--- src/rtl/ss_window_decoder_pkg.sv ---
// ss_dec_pkg: shared types and helpers for the stochastic window decoder.
//   state_t        : decoder FSM state (IDLE, ACCUM)
//   WIN_LOG2_DEF   : default log2 of the window length
//   bipolar_offset : maps a ones count to the bipolar value (2p-1)*N/2
package ss_dec_pkg;

  typedef enum logic {
    IDLE  = 1'b0,
    ACCUM = 1'b1
  } state_t;

  localparam int WIN_LOG2_DEF = 8;

  // ones - N/2, where N = 2^win_log2. The caller truncates the result to its
  // own width and reads it as two's complement.
  function automatic int bipolar_offset(input int ones, input int win_log2);
    return ones - (1 << (win_log2 - 1));
  endfunction

endpackage

--- src/rtl/ss_window_counter.sv ---
// ss_window_counter: sample and ones counters for one decode window.
// Ports:
//   clk, rst  : clock, asynchronous active-low reset
//   clear     : zero both counters (window start or abort)
//   accept    : this edge takes ss_in as a sample
//   ss_in     : stochastic bit
//   win_end   : the current accepted sample completes the window
//   result    : ones in the window including the current sample (0..N)
module ss_window_counter
  import ss_dec_pkg::*;
#(
  parameter int WIN_LOG2 = WIN_LOG2_DEF,
  parameter int OUT_W    = WIN_LOG2 + 1
) (
  input  logic             clk,
  input  logic             rst,
  input  logic             clear,
  input  logic             accept,
  input  logic             ss_in,
  output logic             win_end,
  output logic [OUT_W-1:0] result
);

  localparam logic [WIN_LOG2-1:0] LAST = '1;

  logic [WIN_LOG2-1:0] sample_cnt;
  // Before the final sample at most N-1 ones are seen, so WIN_LOG2 bits hold it.
  logic [WIN_LOG2-1:0] ones_cnt;

  assign win_end = accept && (sample_cnt == LAST);
  assign result  = OUT_W'(ones_cnt) + OUT_W'(ss_in);

  always_ff @(posedge clk or negedge rst) begin
    if (!rst) begin
      sample_cnt <= '0;
      ones_cnt   <= '0;
    end else if (clear || win_end) begin
      sample_cnt <= '0;
      ones_cnt   <= '0;
    end else if (accept) begin
      sample_cnt <= sample_cnt + 1'b1;
      ones_cnt   <= ones_cnt + WIN_LOG2'(ss_in);
    end
  end

endmodule

--- src/rtl/ss_window_decoder.sv ---
// ss_window_decoder: windowed stochastic-to-binary decoder.
// Counts ones over 2^WIN_LOG2 accepted samples and presents the count on a
// valid/ready output register. A result arriving while the register is still
// occupied (and not being accepted) is dropped and the sticky ovf flag is set.
// Optional feature macro: SS_DEC_BIPOLAR_EN -- when defined, out_data is the
// ones count minus N/2 in two's complement (range -N/2..+N/2).
// Ports:
//   clk, rst            : clock, asynchronous active-low reset
//   start, stop, cont   : begin window (IDLE only), abort window, auto-restart
//   ss_in, ss_valid     : stochastic bit and its sample qualifier
//   out_data, out_valid : decoded result, held until out_ready
//   out_ready           : consumer accept
//   busy                : accumulating a window
//   ovf, ovf_clr        : sticky dropped-result flag and its clear
module ss_window_decoder
  import ss_dec_pkg::*;
#(
  parameter int WIN_LOG2 = WIN_LOG2_DEF,
  parameter int OUT_W    = WIN_LOG2 + 1
) (
  input  logic             clk,
  input  logic             rst,
  input  logic             start,
  input  logic             stop,
  input  logic             cont,
  input  logic             ss_in,
  input  logic             ss_valid,
  output logic [OUT_W-1:0] out_data,
  output logic             out_valid,
  input  logic             out_ready,
  output logic             busy,
  output logic             ovf,
  input  logic             ovf_clr
);

  state_t           state;
  logic             accept;
  logic             clear;
  logic             win_end;
  logic [OUT_W-1:0] result;
  logic [OUT_W-1:0] result_conv;
  logic             can_load;

  // stop outranks sample acceptance, so an aborted window never reaches win_end.
  assign accept = (state == ACCUM) && ss_valid && !stop;
  assign clear  = ((state == IDLE) && start) || ((state == ACCUM) && stop);

  ss_window_counter #(
    .WIN_LOG2 (WIN_LOG2),
    .OUT_W    (OUT_W)
  ) u_counter (
    .clk     (clk),
    .rst     (rst),
    .clear   (clear),
    .accept  (accept),
    .ss_in   (ss_in),
    .win_end (win_end),
    .result  (result)
  );

`ifdef SS_DEC_BIPOLAR_EN
  assign result_conv = OUT_W'(bipolar_offset(int'(result), WIN_LOG2));
`else
  assign result_conv = result;
`endif

  // The output register is free if empty or being drained on this same edge.
  assign can_load = !out_valid || out_ready;
  assign busy     = (state == ACCUM);

  always_ff @(posedge clk or negedge rst) begin
    if (!rst) begin
      state     <= IDLE;
      out_data  <= '0;
      out_valid <= 1'b0;
      ovf       <= 1'b0;
    end else begin
      case (state)
        IDLE: begin
          if (start) state <= ACCUM;
        end
        ACCUM: begin
          if (stop)         state <= IDLE;
          else if (win_end) state <= cont ? ACCUM : IDLE;
        end
        default: state <= IDLE;
      endcase

      if (win_end && can_load) begin
        out_data  <= result_conv;
        out_valid <= 1'b1;
      end else if (out_valid && out_ready) begin
        out_valid <= 1'b0;
      end

      // Set has priority over clear.
      if (win_end && !can_load) ovf <= 1'b1;
      else if (ovf_clr)         ovf <= 1'b0;
    end
  end

endmodule

--- config.mk ---
export PLATFORM = sky130hd
export DESIGN_NAME = ss_window_decoder
export DESIGN_NICKNAME = d
export VERILOG_FILES = /design/src/rtl/ss_window_decoder_pkg.sv /design/src/rtl/ss_window_counter.sv /design/src/rtl/ss_window_decoder.sv
export SDC_FILE = /design/constraint.sdc
export NUM_CORES = 1
export LEC_CHECK = 0
export CAP_MARGIN = 10
export CORE_MARGIN = 5
export CORE_UTILIZATION = 50
export CTS_BUF_LIST = sky130_fd_sc_hd__clkbuf_8 sky130_fd_sc_hd__clkbuf_16
export DETAILED_ROUTE_END_ITERATION = 16
export PLACE_DENSITY = 0.72
export SYNTH_ARGS = -nofsm -noshare
export SYNTH_HDL_FRONTEND = slang
export SYNTH_SLANG_ARGS = --single-unit
--- constraint.sdc ---
create_clock -name clk -period 2.4 [get_ports clk]
set_input_delay 0.6 -clock clk [delete_from_list [all_inputs] [get_ports clk]]
set_output_delay 0.6 -clock clk [all_outputs]
set_load 0.1 [all_outputs]
Word-level counts from Yosys, hierarchy flattened
Index checks and enable logic that the tools add are counted.

storage, ports and cells
  flip-flop bits (word level) = 28
  logic and storage cells = 41
  output and inout bits = 12

operators by class
  eq/ne operators = 1
  muxes and demuxes = 13
  add/sub/neg operators = 3
  reductions and logical operators = 17
  bitwise operators = 1

operator list
  operator                                     number
  two-way mux 8 bit                            4
  adder 8 x 1 -> 9 bit                         1
  adder 8 x 1 -> 8 bit                         1
  adder 8 x 1 -> 8 bit, second input constant  1
  equality test 8 bit, second input constant   1
  logical AND 1 bit                            8
  two-way mux 1 bit                            8
  nonzero test 2 bit                           3
  zero test 1 bit                              3
  logical OR 1 bit                             3
  case mux 1 bit (2 select lines)              1
  NOT 1 bit                                    1

Depth between registers and ports, before layout
Gate-level depths: netlist of the first run.

  depth after elaboration = 6
  gate-level depth with buffers = 6
  gate-level depth less buffers = 5

Cells and area by module
From an unflattened synthesis of the first run, not the netlist that was laid out.

unflattened totals
  cells, all modules = 132
  area total of the unflattened synthesis = 1403.8 µm²

modules (own cells, without submodules)
  module             area each (µm²)  cells each  seq. area each (µm²)  instances
  ss_window_counter  923.4            97          400.4                 1
  ss_window_decoder  480.5            35          300.3                 1

Worst setup path before layout of the first run
Ideal clock, no wire load.

  kind = register to register
  start point = reg state (netlist: busy)
  end point = reg u_counter.sample_cnt[5]
  cell stages (with the launch flop) = 6
  path buffers = 1
  slack = 136 ps
  arrival time = 2190 ps
  cells stage by stage = dfrtp_1 nor2_1 or2_1 buf_6 or4_4 a21oi_2

between the ends
  word-level cells in the longest chain between the ends = 5

ends and longest elaborated chain
  item                                                     RTL line                                          text
  start: declaration                                       ss_window_decoder.sv:36                           state_t state;
  start signal: assignment                                 ss_window_decoder.sv:84                           else if (win_end) state <= cont ? ACCUM : IDLE;
  logical AND 1 bit or NOT 1 bit (tied branches)           ss_window_decoder.sv:45, ss_window_decoder.sv:46
  logical AND 1 bit, on equally long branches              ss_window_decoder.sv:45, ss_window_decoder.sv:46
  logical AND 1 bit or logical OR 1 bit (tied branches)    ss_window_counter.sv:30, ss_window_decoder.sv:46
  logical OR 1 bit                                         ss_window_counter.sv:37                           end else if (clear || win_end) begin
  two-way mux 8 bit or nonzero test 2 bit (tied branches)  n/a
  end signal: assignment                                   ss_window_counter.sv:41                           sample_cnt <= sample_cnt + 1'b1;
  end: declaration                                         ss_window_counter.sv:26                           logic [WIN_LOG2-1:0] sample_cnt;

Several ways; a longest one is shown, not always the timed one.
A chain may end at the register's enable or synchronous reset.

Worst setup path in the final report of the first run
  start point = in stop
  end point = reg out_data[3]

between the ends
  word-level cells in the longest chain between the ends = 4

ends and longest elaborated chain
  item                    RTL line                 text
  start: declaration      ss_window_decoder.sv:24  input logic stop,
  zero test 1 bit         ss_window_decoder.sv:45  assign accept = (state == ACCUM) && ss_valid && !stop;
  logical AND 1 bit       ss_window_decoder.sv:45
  logical AND 1 bit       ss_window_counter.sv:30  assign win_end = accept && (sample_cnt == LAST);
  logical AND 1 bit       ss_window_decoder.sv:89  if (win_end && can_load) begin
  end signal: assignment  ss_window_decoder.sv:90  out_data <= result_conv;
  end: declaration        ss_window_decoder.sv:28  output logic [OUT_W-1:0] out_data,

Every way passes these cells.

==> results of run 1 <==
[routing by layer]
metal  vias up  track usage, %
met3         2           3.908
met2        18           25.26
li1        524               -
met4         0           5.974
met1       540           18.73
met5         -               0
[synth_stat cells (2+ instances only)]
| master | number |
|---|---|
| a21oi_1 | 5 |
| a22o_1 | 3 |
| a31oi_1 | 5 |
| a41oi_1 | 4 |
| and3_1 | 2 |
| buf_2 | 2 |
| clkbuf_1 | 3 |
| dfrtp_1 | 28 |
| ha_1 | 3 |
| inv_1 | 4 |
| mux2_1 | 9 |
| nand2_1 | 9 |
| nand3_1 | 8 |
| nand4_1 | 3 |
| nor2_1 | 9 |
| nor2b_1 | 2 |
| nor3_1 | 2 |
| o21ai_0 | 3 |
| xnor2_1 | 8 |
| xor2_1 | 2 |
[sequential cells by signal, summed over array words and instances, names as in the netlist]
| name | cells |
|---|---|
| ovf | 1 |
| busy | 1 |
| u_counter.sample_cnt | 8 |
| out_valid | 1 |
| u_counter.ones_cnt | 8 |
| out_data | 9 |
[area by class of cell]
type,count,area share [%]
sequential,28,41.36
multi-input combinational,93,39.07
timing repair buffer,27,13.15
tap,31,2.290
clock buffer,4,3.250
inverter,4,0.8863
[cells by family (layout without fill, tap and decap cells)]
| kind of cell | after synthesis | after routing | share of synthesized area, % |
|---|---|---|---|
| XOR/XNOR | 10 | 10 | 6.179 |
| buffers and inverters | 11 | 35 | 3.883 |
| AO/OA/AOI/OAI | 25 | 25 | 12.53 |
| AND/OR/NAND/NOR | 44 | 44 | 16.68 |
| adder cells (fa/ha/maj) | 3 | 3 | 2.648 |
| flip-flops | 28 | 28 | 49.43 |
| multiplexers | 11 | 11 | 8.650 |
[worst paths after layout]
path,start,end,slack [ns]
max reg2reg,u_counter.sample_cnt[0]$_DFFE_PN0P_,out_data[3]$_DFFE_PN0P_,0.60
min,out_data[2]$_DFFE_PN0P_,out_data[2]$_DFFE_PN0P_,0.49
min in group asynchronous,rst,out_valid$_DFFE_PN0P_,0.70
min reg2reg,out_data[2]$_DFFE_PN0P_,out_data[2]$_DFFE_PN0P_,0.49
max in group asynchronous,rst,out_data[6]$_DFFE_PN0P_,1.45
max,stop,out_data[3]$_DFFE_PN0P_,0.44
[report_power, final]
| part | leakage [nW] | switching [W] | internal, W |
|---|---|---|---|
| clock | 0.0288 | 0.000144 | 0.000147 |
| combinational | 0.381 | 0.0000685 | 0.0000400 |
| sequential | 0.388 | 0.00000715 | 0.000478 |
| total | 0.798 | 0.000220 | 0.000665 |
[metrics by stage]
stage          area, um^2  worst slack, ns
3_3_place_gp         1639           0.1775
5_1_grt              1694           0.3235
4_1_cts              1694           0.4395
6_report             1694           0.4387
3_5_place_dp         1639           0.1423
2_1_floorplan        1418           0.1357
[placed cells by master, fill, tap and decap left out, types with 2 or more instances in the layout]
cell type and count:
and3_1 2, mux2_1 9, xnor2_1 8, a21oi_1 5
ha_1 3, nor2b_1 2, a22o_1 3, nor3_1 2
o21ai_0 3, a31oi_1 5, a41oi_1 4, buf_4 19
inv_1 4, nor2_1 9, clkbuf_8 4, nand3_1 8
xor2_1 2, clkdlybuf4s50_1 8, dfrtp_1 28, nand4_1 3
nand2_1 9
==> results by group, run 1 <==
Synthesis
  • #FFs+latches synth: 28
  • Sequential share of the synthesized area: 49.43%
  • Yosys warning count: 0
  • Synth top area cells: dfrtp_1 (49%), mux2_1 (7.1%), xnor2_1 (4.9%), nand3_1 (2.8%), ha_1 (2.6%)
  • Yosys cell types: 38
  • Ys flop type: dfrtp_1
  • Syn_nets: about 140
  • Post-synth EDFFs: 0
  • Mapped Cells: roughly 130
  • Syn_area_per_cell: 10.74 um^2
  • Cell area after synthesis: 0.001418 mm^2
  • Synth area leader: dfrtp_1
  • Post-synthesis async set-or-reset flop share: between 90% and 100%
  • Post-synth top area share: 49.43%

Critical path
  • CP Max Fanout: 9
  • CP max stage delay: about 0.46 ns
  • Critical Path RT: ~2.6 ns
  • Most frequent CP cell: nor2b_1
  • CP Class: in2reg
  • Critical Path AT: between 2 and 2.5 ns
  • Slowest CP cell: clkdlybuf4s50_1
  • CP Launch Type: input port
  • Worst path depth: 6
  • CP Cell Sequence: clkdlybuf4s50_1, nor2b_1, nand4_1, nor2b_1, buf_4, mux2_1
  • CP top delay family: buffers and inverters
  • CP endpoint kind: register
  • Worst path bufs/invs: 2
  • Reg2Reg Depth: 6

Worst hold path
  • Hold path depth: 1
  • Hold crit path type: reg2reg

Timing
  • Peak Freq: roughly 500 MHz
  • Setup TNS: 0 ns
  • Max-slew headroom: between 60% and 70%
  • Worst Skew: approximately 0.0016 ns
  • Final Setup Violations: 0
  • Final hold violation count: 0
  • Tmin final: about 2 ns
  • Max-slew violation count: 0
  • RSZ-0062 raised after global routing: false
  • Part of the cycle the worst path needs: roughly 82%
  • Slew @ Worst Pin: approximately 0.5 ns
  • Hold slack: roughly 0.5 ns

Route
  • Routed wire length: ~2800 um
  • Vias per cell: about 5.8
  • 1st-iter DRT viols: 45
  • DR top layer: met4
  • Met1 wire length: approximately 1200 um
  • ANT nets after route: 0
  • DRT Pass-1 Iters: 4
  • DR WL met2: around 1400 um
  • Routed via count: approximately 1,100
  • Met3 Wirelength: 144 um
  • Drt wl/cell: ~15 um
  • DRC: 0

CTS
  • Postcts setup bufs: 0
  • CTS tree: built
  • Clock root cell: clkbuf_8
  • CTS buffer count: 3
  • Clock Tree Buf Depth: 2
  • Htree depth: 1
  • CTS Hold Bufs: 0
  • Clock transition at path regs: around 0.09 ns
  • Clock sink count: 28
  • Worst skew pair latency: approximately 0.27 ns
  • Number of gates resized after cts: 0

Floorplanning
  • Core box area: roughly 0.0027 mm^2
  • Initial Utilization: roughly half
  • Die width: 63.25 um
  • Die H: roughly 63 um
  • Die area: 0.004000 mm^2
  • Top Ports: 21
  • Row cnt: 19

Global route
  • Antenna violations before repair: 0
  • Total GRT Usage: 15.18%
  • Vias in the first global route: between 1,000 and 1,500
  • First-pass GRT wire length: around 4900 um
  • Largest net degree at the start of global routing: 29
  • Total grt overflow: 0

Final layout
  • Layout cells sized above 1: between 10% and 20%
  • Sequential cell area: ~700 um^2
  • Fill cells: 224
  • # diodes: 0
  • Post-layout util: roughly 62%
  • Multi-input logic area: around 660 um^2
  • P&R area growth vs syn: 19.51%
  • Layout Nets: about 170
  • Layout Cells excl Fill: 187

Place
  • Placed Instances: around 180
  • Port Buf Inserts: 20
  • Final HPWL DP: about 2100 um
  • GPL Wtd Cong: 0.8327

Power
  • Pleak: about 0.8 nW
  • Tot Pwr: roughly 0.0009 W
  • Maximum vdd drop: 0.3754 mV
  • Power density over the cells: about 520 mW/mm^2

Run status
  • Status: completed

Run
  • Max-cap viol count: 0
Note: power is estimated with default switching activity, not from simulation.
==> run 2, diff against run 1 <==
--- a/config.mk
+++ b/config.mk
@@ -7,7 +7,7 @@
 export LEC_CHECK = 0
 export CAP_MARGIN = 10
 export CORE_MARGIN = 5
-export CORE_UTILIZATION = 50
+export CORE_UTILIZATION = 48
 export CTS_BUF_LIST = sky130_fd_sc_hd__clkbuf_8 sky130_fd_sc_hd__clkbuf_16
 export DETAILED_ROUTE_END_ITERATION = 16
 export PLACE_DENSITY = 0.72
==> constraint.sdc (replaced) <==
create_clock -name clk -period 1.7 [get_ports clk]
set_input_delay 0.425 -clock clk [delete_from_list [all_inputs] [get_ports clk]]
set_output_delay 0.425 -clock clk [all_outputs]
set_load 0.1 [all_outputs]
==> run 2 against run 1 <==
  * The flow now finishes with violations (negative setup slack)
  * Highest routed layer unchanged
  * Critical path depth is the same
  * Critical path type is now reg2reg
  * Sequential share of layout area shrank 7.5 points
  * Wire length grew 14%
  * Largest cell class unchanged
==> results by group, run 2 (synthesis results as in run 1) <==
Critical path
  • CP Max Fanout: 4
  • CP endpoint kind: register
  • Reg2Reg Depth: 6
  • Worst path bufs/invs: 1
  • Slowest CP cell: dfrtp_1
  • Reg2Reg Launch Point: u_counter.sample_cnt[1]$_DFFE_PN0P_
  • FF-to-FF setup slack: -0.005 ns
  • Crit Reg-Reg Endpoint: out_data[1]$_DFFE_PN0P_
  • CP top delay family: simple AND/OR/NAND/NOR gates
  • Worst path depth: 6
  • Critical Path RT: approximately 1.9 ns
  • Critical Path AT: ~1.9 ns
  • CP max stage delay: just under 0.4 ns
  • CP Launch Type: register
  • CP Cell Sequence: ha_2, and3_4, nand4_1, nor2b_2, buf_6, mux2_1
  • CP Class: reg2reg

Floorplanning
  • Die area: 0.004140 mm^2
  • Die H: roughly 64 um
  • Row cnt: 19
  • Top Ports: 21
  • Die width: around 64 um
  • Initial Utilization: 50.54%
  • Core box area: between 0.002 and 0.003 mm^2

Final layout
  • Biggest register: out_data
  • Fill cells: about 200
  • # diodes: 0
  • Registers with the most flip-flops: out_data: 9 flops, u_counter.ones_cnt: 8 flops, u_counter.sample_cnt: 8 flops
  • Post-layout util: roughly three quarters
  • Most frequent cells in the layout: buf_4 (28), dfrtp_1 (26), buf_12 (12)
  • Sequential cell area: 705.7 um^2
  • Multi-input logic area: 704.4 um^2
  • Max FFs per register: 9
  • Layout cells sized above 1: a little over a third
  • Most common cell after layout, fill and taps aside: buf_4
  • Layout Cells excl Fill: between 200 and 250
  • Layout Nets: about 190
  • P&R area growth vs syn: 47.13%

Timing
  • Max-slew violation count: 0
  • Peak Freq: 586.4 MHz
  • Slew @ Worst Pin: ~0.35 ns
  • Final Setup Violations: 5
  • Part of the cycle the worst path needs: 100.3%
  • Hold slack: roughly 0.5 ns
  • Final hold violation count: 0
  • Tmin final: approximately 1.7 ns
  • RSZ-0062 raised after global routing: true
  • Worst Skew: between 0.004 and 0.005 ns
  • Max-slew headroom: about three quarters
  • Final worst slack: -0.005439 ns

CTS
  • CTS buffer count: 3
  • Htree depth: 1
  • Clock Tree Buf Depth: 2
  • CTS Hold Bufs: 0
  • Worst skew pair latency: 0.27 ns
  • Clock root cell: clkbuf_8
  • CTS tree: built
  • Clock transition at path regs: approximately 0.1 ns
  • Clock sink count: 28

Power
  • Pleak: about 0.95 nW
  • Power density over the cells: between 600 and 700 mW/mm^2
  • Int Power: ~0.0011 W
  • Switching part of the total: 23.04%
  • Net Switching: 0.0003247 W
  • Clk pwr share: between 30 and 40%
  • Part of the power in combinational logic: 14.0%
  • Seq pwr share: between 40 and 50%
  • Maximum vdd drop: approximately 0.55 mV

Global route
  • Total grt overflow: 0
  • Total GRT Usage: around 16%
  • Largest net degree at the start of global routing: 29
  • First-pass GRT wire length: 5278 um
  • Antenna violations before repair: 0
  • Vias in the first global route: around 1,200

Route
  • 1st-iter DRT viols: 57
  • DRT Pass-1 Iters: 4
  • ANT nets after route: 0
  • Routed via count: between 1,000 and 1,500
  • DRC: 0
  • Drt wl/cell: around 15 um
  • Vias per cell: 5.738
  • Routed wire length: approximately 3200 um

Place
  • Port Buf Inserts: 20
  • GPL Wtd Cong: 0.8219
  • Pre-CTS setup slack: -0.3150 ns
  • Placed Instances: 202
  • Final HPWL DP: approximately 2200 um

Run
  • Max-cap viol count: 0

Run status
  • Failing checks: negative setup slack
  • Status: complete, but fails checks

Worst hold path
  • Hold crit path type: in2async
## run 2: power groups by stage
stage / Clock (W) / Sequential (W) / Combinational (W)
after detailed placement: 0 / 0.000702 / 0.000195
after global placement: 0 / 0.000701 / 0.000191
after CTS: 0.000535 / 0.000689 / 0.000194
final: 0.000522 / 0.000689 / 0.000198
after floorplan: 0 / 0.000725 / 0.0000686
after global routing: 0.000559 / 0.000691 / 0.000216
## run 2: cell type report
| class | count | area share (%) |
|---|---|---|
| sequential | 28 | 33.83 |
| multi-input combinational | 93 | 33.77 |
| inverter | 4 | 0.7199 |
| tap | 31 | 1.860 |
| timing repair buffer | 50 | 26.39 |
| clock buffer | 3 | 1.980 |
| clock inverter | 1 | 1.440 |
## run 2: metrics by stage
stage	setup TNS, ns	power (W)	cell area [um^2]
after floorplan	-0.1173	0.0007940	1433
after global placement	-5.034	0.0008918	1946
after detailed placement	-5.961	0.0008968	1946
after CTS	0	0.001418	2022
after global routing	-0.6860	0.001466	2086
final	-0.01675	0.001409	2086
## run 2: timing repair
action                                  CTS  global route
cloned                                    0             1
pin swaps                                 0             1
gates resized for setup                   4            12
endpoints found under the setup margin    5             9
buffers inserted                          0             3
## run 2: how the worst max path moves through the flow
stage / slack, ns / from / to
global route: -0.08 / u_counter.sample_cnt[1]$_DFFE_PN0P_ / out_data[1]$_DFFE_PN0P_
finish: -0.005 / u_counter.sample_cnt[1]$_DFFE_PN0P_ / out_data[1]$_DFFE_PN0P_
floorplan: -0.12 / busy$_DFF_PN0_ / u_counter.sample_cnt[5]$_DFFE_PN0P_
detailed placement: -0.32 / ss_in / out_data[2]$_DFFE_PN0P_
global placement: -0.28 / ss_in / out_data[2]$_DFFE_PN0P_
CTS: 0.01 / ss_in / out_data[7]$_DFFE_PN0P_
## run 2: routing by layer
metal / track usage, % / vias up / wire (um)
li1: - / 572 / -
met3: 2.977 / 4 / 125
met1: 20.98 / 596 / 1448
met2: 26.29 / 33 / 1575
met4: 5.805 / 0 / 39
met5: 0 / - / 0
==> run 3, diff against run 2 <==
--- a/config.mk
+++ b/config.mk
@@ -10,6 +10,7 @@
 export CORE_UTILIZATION = 48
 export CTS_BUF_LIST = sky130_fd_sc_hd__clkbuf_8 sky130_fd_sc_hd__clkbuf_16
 export DETAILED_ROUTE_END_ITERATION = 16
+export HOLD_SLACK_MARGIN = 0.05
 export PLACE_DENSITY = 0.72
 export SYNTH_ARGS = -nofsm -noshare
 export SYNTH_HDL_FRONTEND = slang
==> results of run 3 <==
Final layout, timing and power as in run 2 (identical DEF).
